===== config.mk =====
export PLATFORM = sky130hd
export DESIGN_NAME = stack_arbiter
export DESIGN_NICKNAME = d
export VERILOG_FILES = /design/src/rtl/stack_arbiter.sv
export SDC_FILE = /design/constraint.sdc
export NUM_CORES = 1
export LEC_CHECK = 0
export BUFFER_PORTS_ARGS = -buffer_cell sky130_fd_sc_hd__buf_2
export CORE_MARGIN = 3
export CORE_UTILIZATION = 25
export DETAILED_ROUTE_END_ITERATION = 12
export PLACE_DENSITY_LB_ADDON = 0.3
export SLEW_MARGIN = 20
export SYNTH_ARGS = -nofsm -noshare
export SYNTH_HDL_FRONTEND = slang
export SYNTH_SLANG_ARGS = --single-unit

===== constraint.sdc =====
create_clock -name clk -period 2.1 [get_ports clk]
set_input_delay 0.105 -clock clk [delete_from_list [all_inputs] [get_ports clk]]
set_output_delay 0.105 -clock clk [all_outputs]
set_load 0.03 [all_outputs]

===== src/rtl/stack_arbiter.sv =====
// rtl/stack_arbiter.sv - two-port arbiter sharing one operand-stack trigger/push/done port
//
// Ports:
//   clk, rst                      clock; synchronous active-high reset
//   a_trigger/a_push/a_write      port A request strobe, push(1)/pop(0), push data
//   a_read/a_done                 port A pop result (held until next pop) and completion pulse
//   b_*                           same as port A, for port B
//   stk_trigger/stk_push/stk_write  request forwarded to the stack
//   stk_read/stk_done             stack pop data and completion
//   owner                         current or last grant (0 = A, 1 = B)
//   busy                          a stack operation is in flight
//
// Build option: define STACK_ARB_ROUNDROBIN_EN to break ties in favour of the port that
// did not receive the last grant; left undefined, port A always wins a tie.
module stack_arbiter (
    input  logic        clk,
    input  logic        rst,
    input  logic        a_trigger,
    input  logic        a_push,
    input  logic [31:0] a_write,
    output logic [31:0] a_read,
    output logic        a_done,
    input  logic        b_trigger,
    input  logic        b_push,
    input  logic [31:0] b_write,
    output logic [31:0] b_read,
    output logic        b_done,
    output logic        stk_trigger,
    output logic        stk_push,
    output logic [31:0] stk_write,
    input  logic [31:0] stk_read,
    input  logic        stk_done,
    output logic        owner,
    output logic        busy
);
    typedef enum logic [1:0] {IDLE, ISSUE, WAIT} state_t;

    state_t      state;
    logic        pend_a;
    logic        pend_b;
    logic        req_push_a;
    logic        req_push_b;
    logic [31:0] req_write_a;
    logic [31:0] req_write_b;
    logic        grant_b;
    logic        complete;

    // Winner among the pending ports; only meaningful in IDLE with something pending.
    always_comb begin
`ifdef STACK_ARB_ROUNDROBIN_EN
        grant_b = pend_b && (!pend_a || !owner);
`else
        grant_b = pend_b && !pend_a;
`endif
    end

    // stk_done only counts while a request is actually outstanding.
    assign complete = ((state == ISSUE) || (state == WAIT)) && stk_done;

    always_ff @(posedge clk) begin
        if (rst) begin
            state       <= IDLE;
            pend_a      <= 1'b0;
            pend_b      <= 1'b0;
            req_push_a  <= 1'b0;
            req_push_b  <= 1'b0;
            req_write_a <= 32'd0;
            req_write_b <= 32'd0;
            a_read      <= 32'd0;
            b_read      <= 32'd0;
            a_done      <= 1'b0;
            b_done      <= 1'b0;
            stk_trigger <= 1'b0;
            stk_push    <= 1'b0;
            stk_write   <= 32'd0;
            owner       <= 1'b0;
            busy        <= 1'b0;
        end else begin
            stk_trigger <= 1'b0;
            a_done      <= 1'b0;
            b_done      <= 1'b0;

            // A trigger while already pending is dropped so the captured request stays intact.
            if (a_trigger && !pend_a) begin
                pend_a      <= 1'b1;
                req_push_a  <= a_push;
                req_write_a <= a_write;
            end
            if (b_trigger && !pend_b) begin
                pend_b      <= 1'b1;
                req_push_b  <= b_push;
                req_write_b <= b_write;
            end

            case (state)
                IDLE: begin
                    if (pend_a || pend_b) begin
                        owner       <= grant_b;
                        stk_push    <= grant_b ? req_push_b : req_push_a;
                        stk_write   <= grant_b ? req_write_b : req_write_a;
                        stk_trigger <= 1'b1;
                        busy        <= 1'b1;
                        state       <= ISSUE;
                    end
                end
                ISSUE: begin
                    if (!stk_done) begin
                        state <= WAIT;
                    end
                end
                default: begin
                end
            endcase

            // stk_push still holds the granted request's direction, so it selects pop capture.
            if (complete) begin
                if (owner) begin
                    b_done <= 1'b1;
                    pend_b <= 1'b0;
                    if (!stk_push) begin
                        b_read <= stk_read;
                    end
                end else begin
                    a_done <= 1'b1;
                    pend_a <= 1'b0;
                    if (!stk_push) begin
                        a_read <= stk_read;
                    end
                end
                busy  <= 1'b0;
                state <= IDLE;
            end
        end
    end
endmodule


**Yosys cells after proc, flatten, opt, wreduce, memory -nomap -nowiden**

Cells that the tools add are included.

- Input port bits: 103
- Word-level logic and storage cells: 55
- Register bits after elaboration: 172
- Output and inout port bits: 102

- Reduce and logical (&&, ||, !) cells: 17
- Equality and inequality tests: 4
- Multiplexer cells: 14
- Bitwise logic cells: 4

Operators by type and width:

| operator | count |
|---|---|
| 32-bit two-way mux | 1 |
| 1-bit two-way mux | 10 |
| 3-bit AND reduction | 3 |
| 2-bit OR reduction | 3 |
| 1-bit logical AND | 4 |
| 2-bit two-way mux | 2 |
| 2-bit inequality test, second input constant | 2 |
| 1-bit NOT | 4 |
| 2-bit one-hot mux with 2 select lines | 1 |
| 2-bit by 1-bit == test with 1-bit output, second input constant | 1 |
| 2-bit == test, second input constant | 1 |
| 1-bit logical NOT | 2 |
| 2-bit logical NOT | 1 |
| 1-bit logical OR | 2 |
| 2-bit AND reduction | 1 |
| 2-bit nonzero test | 1 |

**Depth between registers and ports, before layout**

- Depth in word-level cells: 5
- Gate-level depth with buffers: 7
- Mapped depth without buffers: 5

**Worst setup path before layout**

OpenSTA, ideal clock, no wires.

- Path type: reg2reg
- From: register state[0]
- To: register state[0]
- Stages on the path, launching flop included: 6
- Arrival time: 1.445 ns
- Required time: 2.026 ns
- Setup slack: 0.581 ns
- Library setup time: 0.074 ns
- Period minus slack after synthesis: 1.519 ns
- Buffers on the path: 0
- Path through: dfxtp_1 -> inv_1 -> ha_1 -> a21oi_2 -> or4b_1 -> o21ai_0

- Longest elaborated chain between the ends: 4
- Elaborated cells on any way between the ends: 11
- Those cells by class: eq/ne: 4; mux: 1; reduce/logical: 6

RTL lines:

| element | line | RTL |
|---|---|---|
| start, declared | 38 | `state_t state;` |
| start signal, assigned | 62 | `state <= IDLE;` |
| start signal, assigned | 103 | `state <= ISSUE;` |
| start signal, assigned | 108 | `state <= WAIT;` |
| branches (longest 4 deep; another with 3-bit AND reduction) | -- |  |

Several ways; the timed one is not identified.
A chain may end at the register's enable or synchronous reset.

**Worst setup path in the final report**

- From: register state[0]
- To: register pend_b

- Longest elaborated chain between the ends: 4
- Elaborated cells on any way between the ends: 5
- Those cells by class: eq/ne: 2; mux: 1; reduce/logical: 2

RTL lines:

| element | line | RTL |
|---|---|---|
| 2-bit by 1-bit == test with 1-bit output / 2-bit == test (equally long branches) | 58 | `assign complete = ((state == ISSUE) \|\| (state == WAIT)) && stk_done;` |
| 1-bit logical OR (*) | 58 |  |
| 1-bit logical AND (*) | 58 |  |
| 1-bit two-way mux (*) | 116 | `if (complete) begin` |
| end signal, assigned | 64 | `pend_b <= 1'b0;` |
| end signal, assigned | 90 | `pend_b <= 1'b1;` |
| end signal, assigned | 119 | `pend_b <= 1'b0;` |
| end, declared | 40 | `logic pend_b;` |

Mark *: on every way between the ends. The rest lies on a longest branch, timed or not.

==> results by group <==
Run status
  • Outcome: finished clean

Finish
  • Commonest non-fill, non-tap cell in the layout: nand2_1
  • Register area: 3443 um^2
  • Post-layout util: 37.70%
  • Fin area: 9303 um^2
  • Ant diodes: 0
  • Fillers: 2543
  • Fraction of layout instances using a drive strength above 1: 24.21%
  • Most frequent cells in the layout: nand2_1 (264), buf_2 (203), dfxtp_1 (172)
  • Non-filler cells, final: 1373
  • Final Net Count: 1142
  • Multi-input logic area: 2596 um^2
  • Layout overhead on the synthesized area: 46.21%

Clocking
  • Clock Tree Root: clkbuf_16
  • CTS tree: built
  • CTS Buffer Depth: 2
  • Post_cts resized: 0
  • Worst-Skew Late Latency: 0.42 ns
  • H-tree levels: 4
  • CTS Buf Count: 17
  • TritonCTS Sinks: 172
  • Reg clk slew, reported paths: 0.07 ns

STA
  • Final setup TNS: 0 ns
  • Final hold vios: 0
  • Crit share post-route: 82.43%
  • Slew HR: 54.18%
  • Final worst slack: 0.3690 ns
  • Fmax: 0.5777 GHz
  • Final setup skew: 0.009930 ns
  • Min Tclk post-route: 1.731 ns
  • Max Slew Vio Count: 0
  • Setup violations, final: 0
  • Unrepaired setup endpoints after global routing: false
  • Worst-Margin Slew: 0.6873 ns

Pwr
  • Peak supply drop: 0.0004277 V
  • P_leak: 4.011 nW
  • Power Density: 1064 nW/um^2

Worst setup path
  • CP Cell Sequence: inv_1 > ha_1 > a311oi_1 > dlygate4sd3_1
  • Setup Crit Path Kind: reg -> reg
  • Buf/Inv on CP: 2
  • CP Depth: 4
  • Worst reg2reg path endpoint: pend_b
  • Crit path largest cell delay: 0.57 ns
  • WP data arrival: 2.09 ns
  • Critical R2R Launch: state[0]
  • Critical Path RT: 2.46 ns
  • CP Capture Type: flip-flop
  • FF-to-FF path depth: 4
  • Top Family by Delay on Critical Path: buffers and inverters
  • Worst reg2reg setup slack: 0.37 ns
  • Crit path max fanout: 7
  • Slowest library cell on the worst path: dlygate4sd3_1
  • CP Launch Type: flip-flop

Detailed routing
  • DRT antenna net count: 0
  • Routed vias/inst: 4.394
  • Routed WL: 19820 um
  • # DRC: 0
  • Via count: 6033
  • Drt first pass iters: 5
  • WL/cell: 14.43 um
  • DRT iter0 DRCs: 276

Floorplanning
  • Top-Level Pins: 205
  • Die area: 27400 um^2
  • Initial core utilization: 25.78%
  • Row count: 57
  • Core area: 24680 um^2
  • Die height: 165.5 um
  • Die X: 165.5 um

Global route
  • Global route overflow: 0
  • Vias in the first global route: 5902
  • Largest net degree at the start of global routing: 87
  • GRT Util Overall: 14.35%
  • First-pass GRT wire length: 30820 um
  • Initial antenna violation count: 1

Synthesis
  • Syn nets: 866
  • Post-synth ARST share: 0%
  • Synth warn: 0
  • Number of flops mapped to enable cells by yosys: 0
  • Average size of a mapped cell: 8.372 um^2
  • Mapped Area: 6362 um^2
  • Seq/Total Area, Yosys: 54.12%
  • FF+latch count, synth: 172
  • Mapped Cells: 760
  • Distinct cells, synth: 27
  • Top_reg_cell synth: dfxtp_1

Place
  • Placed cell area: 7685 um^2
  • Inst Count DP: 1240
  • GP Congestion: 0.7835
  • Final HPWL DP: 12660 um
  • I/O Buffers: 204
  • Pre-CTS WS: 0.4182 ns

Hold path
  • Hold Path Cell Cnt: 3
  • Hold Path Sink: a_done
  • HP Start: stk_done
  • HP Class: in -> reg

Flow run
  • Max Cap Viol: 0
-- stage by stage --
| stage | total power, mW | hold WS (ns) |
|---|---|---|
| floorplan | 5.740 | 0.2227 |
| finish | 9.897 | 0.07419 |
| CTS | 10.04 | 0.05534 |
| global placement | 6.592 | 0.3474 |
| global route | 10.45 | 0.08609 |
| detailed placement | 6.615 | 0.3520 |
-- sequential cells by signal (all words and copies together), names as in the netlist --
name         cells
a_read          32
b_read          32
req_write_a     32
req_write_b     32
stk_write       32
state            2
a_done           1
b_done           1
busy             1
owner            1
pend_a           1
pend_b           1
req_push_a       1
req_push_b       1
stk_push         1
stk_trigger      1
-- worst max-delay path by stage --
stage	slack (ns)	startpoint	endpoint
3_5_place_dp	0.42	state[1]	stk_write[7]
3_3_place_gp	0.46	state[1]	stk_write[2]
5_1_grt	0.25	state[1]	stk_write[22]
4_1_cts	0.39	state[0]	pend_b
6_report	0.37	state[0]	pend_b
2_1_floorplan	0.58	state[0]	state[0]
-- worst register-to-register path, delay by kind of cell, from the launching register on --
family | cells | cell delay [ns]
compound gates | 1 | 0.28
fa+ha+maj | 1 | 0.38
buf+inv | 2 | 0.63
flops | 1 | 0.38
-- Yosys cell counts, types with 2 or more instances --
| master | count | area, um^2 |
|---|---|---|
| nor3_1 | 2 | 10.01 |
| dfxtp_1 | 172 | 3443 |
| nand2_1 | 264 | 991.0 |
| ha_1 | 3 | 37.54 |
| inv_1 | 2 | 7.510 |
| o21a_1 | 2 | 15.01 |
| nor2b_1 | 2 | 12.51 |
| mux2i_1 | 34 | 340.3 |
| a21oi_1 | 131 | 655.6 |
| buf_2 | 30 | 150.1 |
| a211oi_1 | 34 | 255.2 |
| nor2_1 | 37 | 138.9 |
| nor3b_1 | 2 | 15.01 |
| clkbuf_1 | 28 | 105.1 |
| buf_12 | 3 | 60.06 |
| nand2b_1 | 3 | 18.77 |
-- power breakdown --
part	leakage, nW	switching (mW)	internal (mW)	total (mW)
sequential	1.41	0.247	3.69	3.94
combinational	2.32	1.74	0.969	2.71
clock	0.282	1.45	1.80	3.25
-- cell families after synthesis --
kind of cell,share of synthesized area [%]
buffers and inverters,5.251
AOI/OAI and AO/OA,15.10
muxes,5.349
adders and majority gates,0.5900
and+or+nand+nor,19.59
DFF,54.12
-- cell type report --
class / count / area share, %
inverters: 2 / 0.08070
clock buffers: 18 / 4.613
flip-flops and latches: 172 / 37.01
repair buffers: 319 / 24.12
multi-input cells: 524 / 27.91
clock inverters: 14 / 1.910
well taps: 324 / 4.358
-- layer usage --
metal / global-route usage, % / part of all wire (%) / vias up / wire length (um)
met5: 0 / 0.066 / - / 13
met4: 6.352 / 3.4 / 2 / 669
met3: 3.193 / 3.6 / 46 / 720
met2: 23.95 / 49 / 151 / 9734
met1: 17.73 / 44 / 2770 / 8680
li1: - / - / 3064 / -
-- what timing repair did --
item,in CTS,in global routing
hold buffers,101,0
endpoints found under the hold margin,132,0
setup buffers,0,0
endpoints found under the setup margin,0,0
Power figures use the tool's default switching activity.
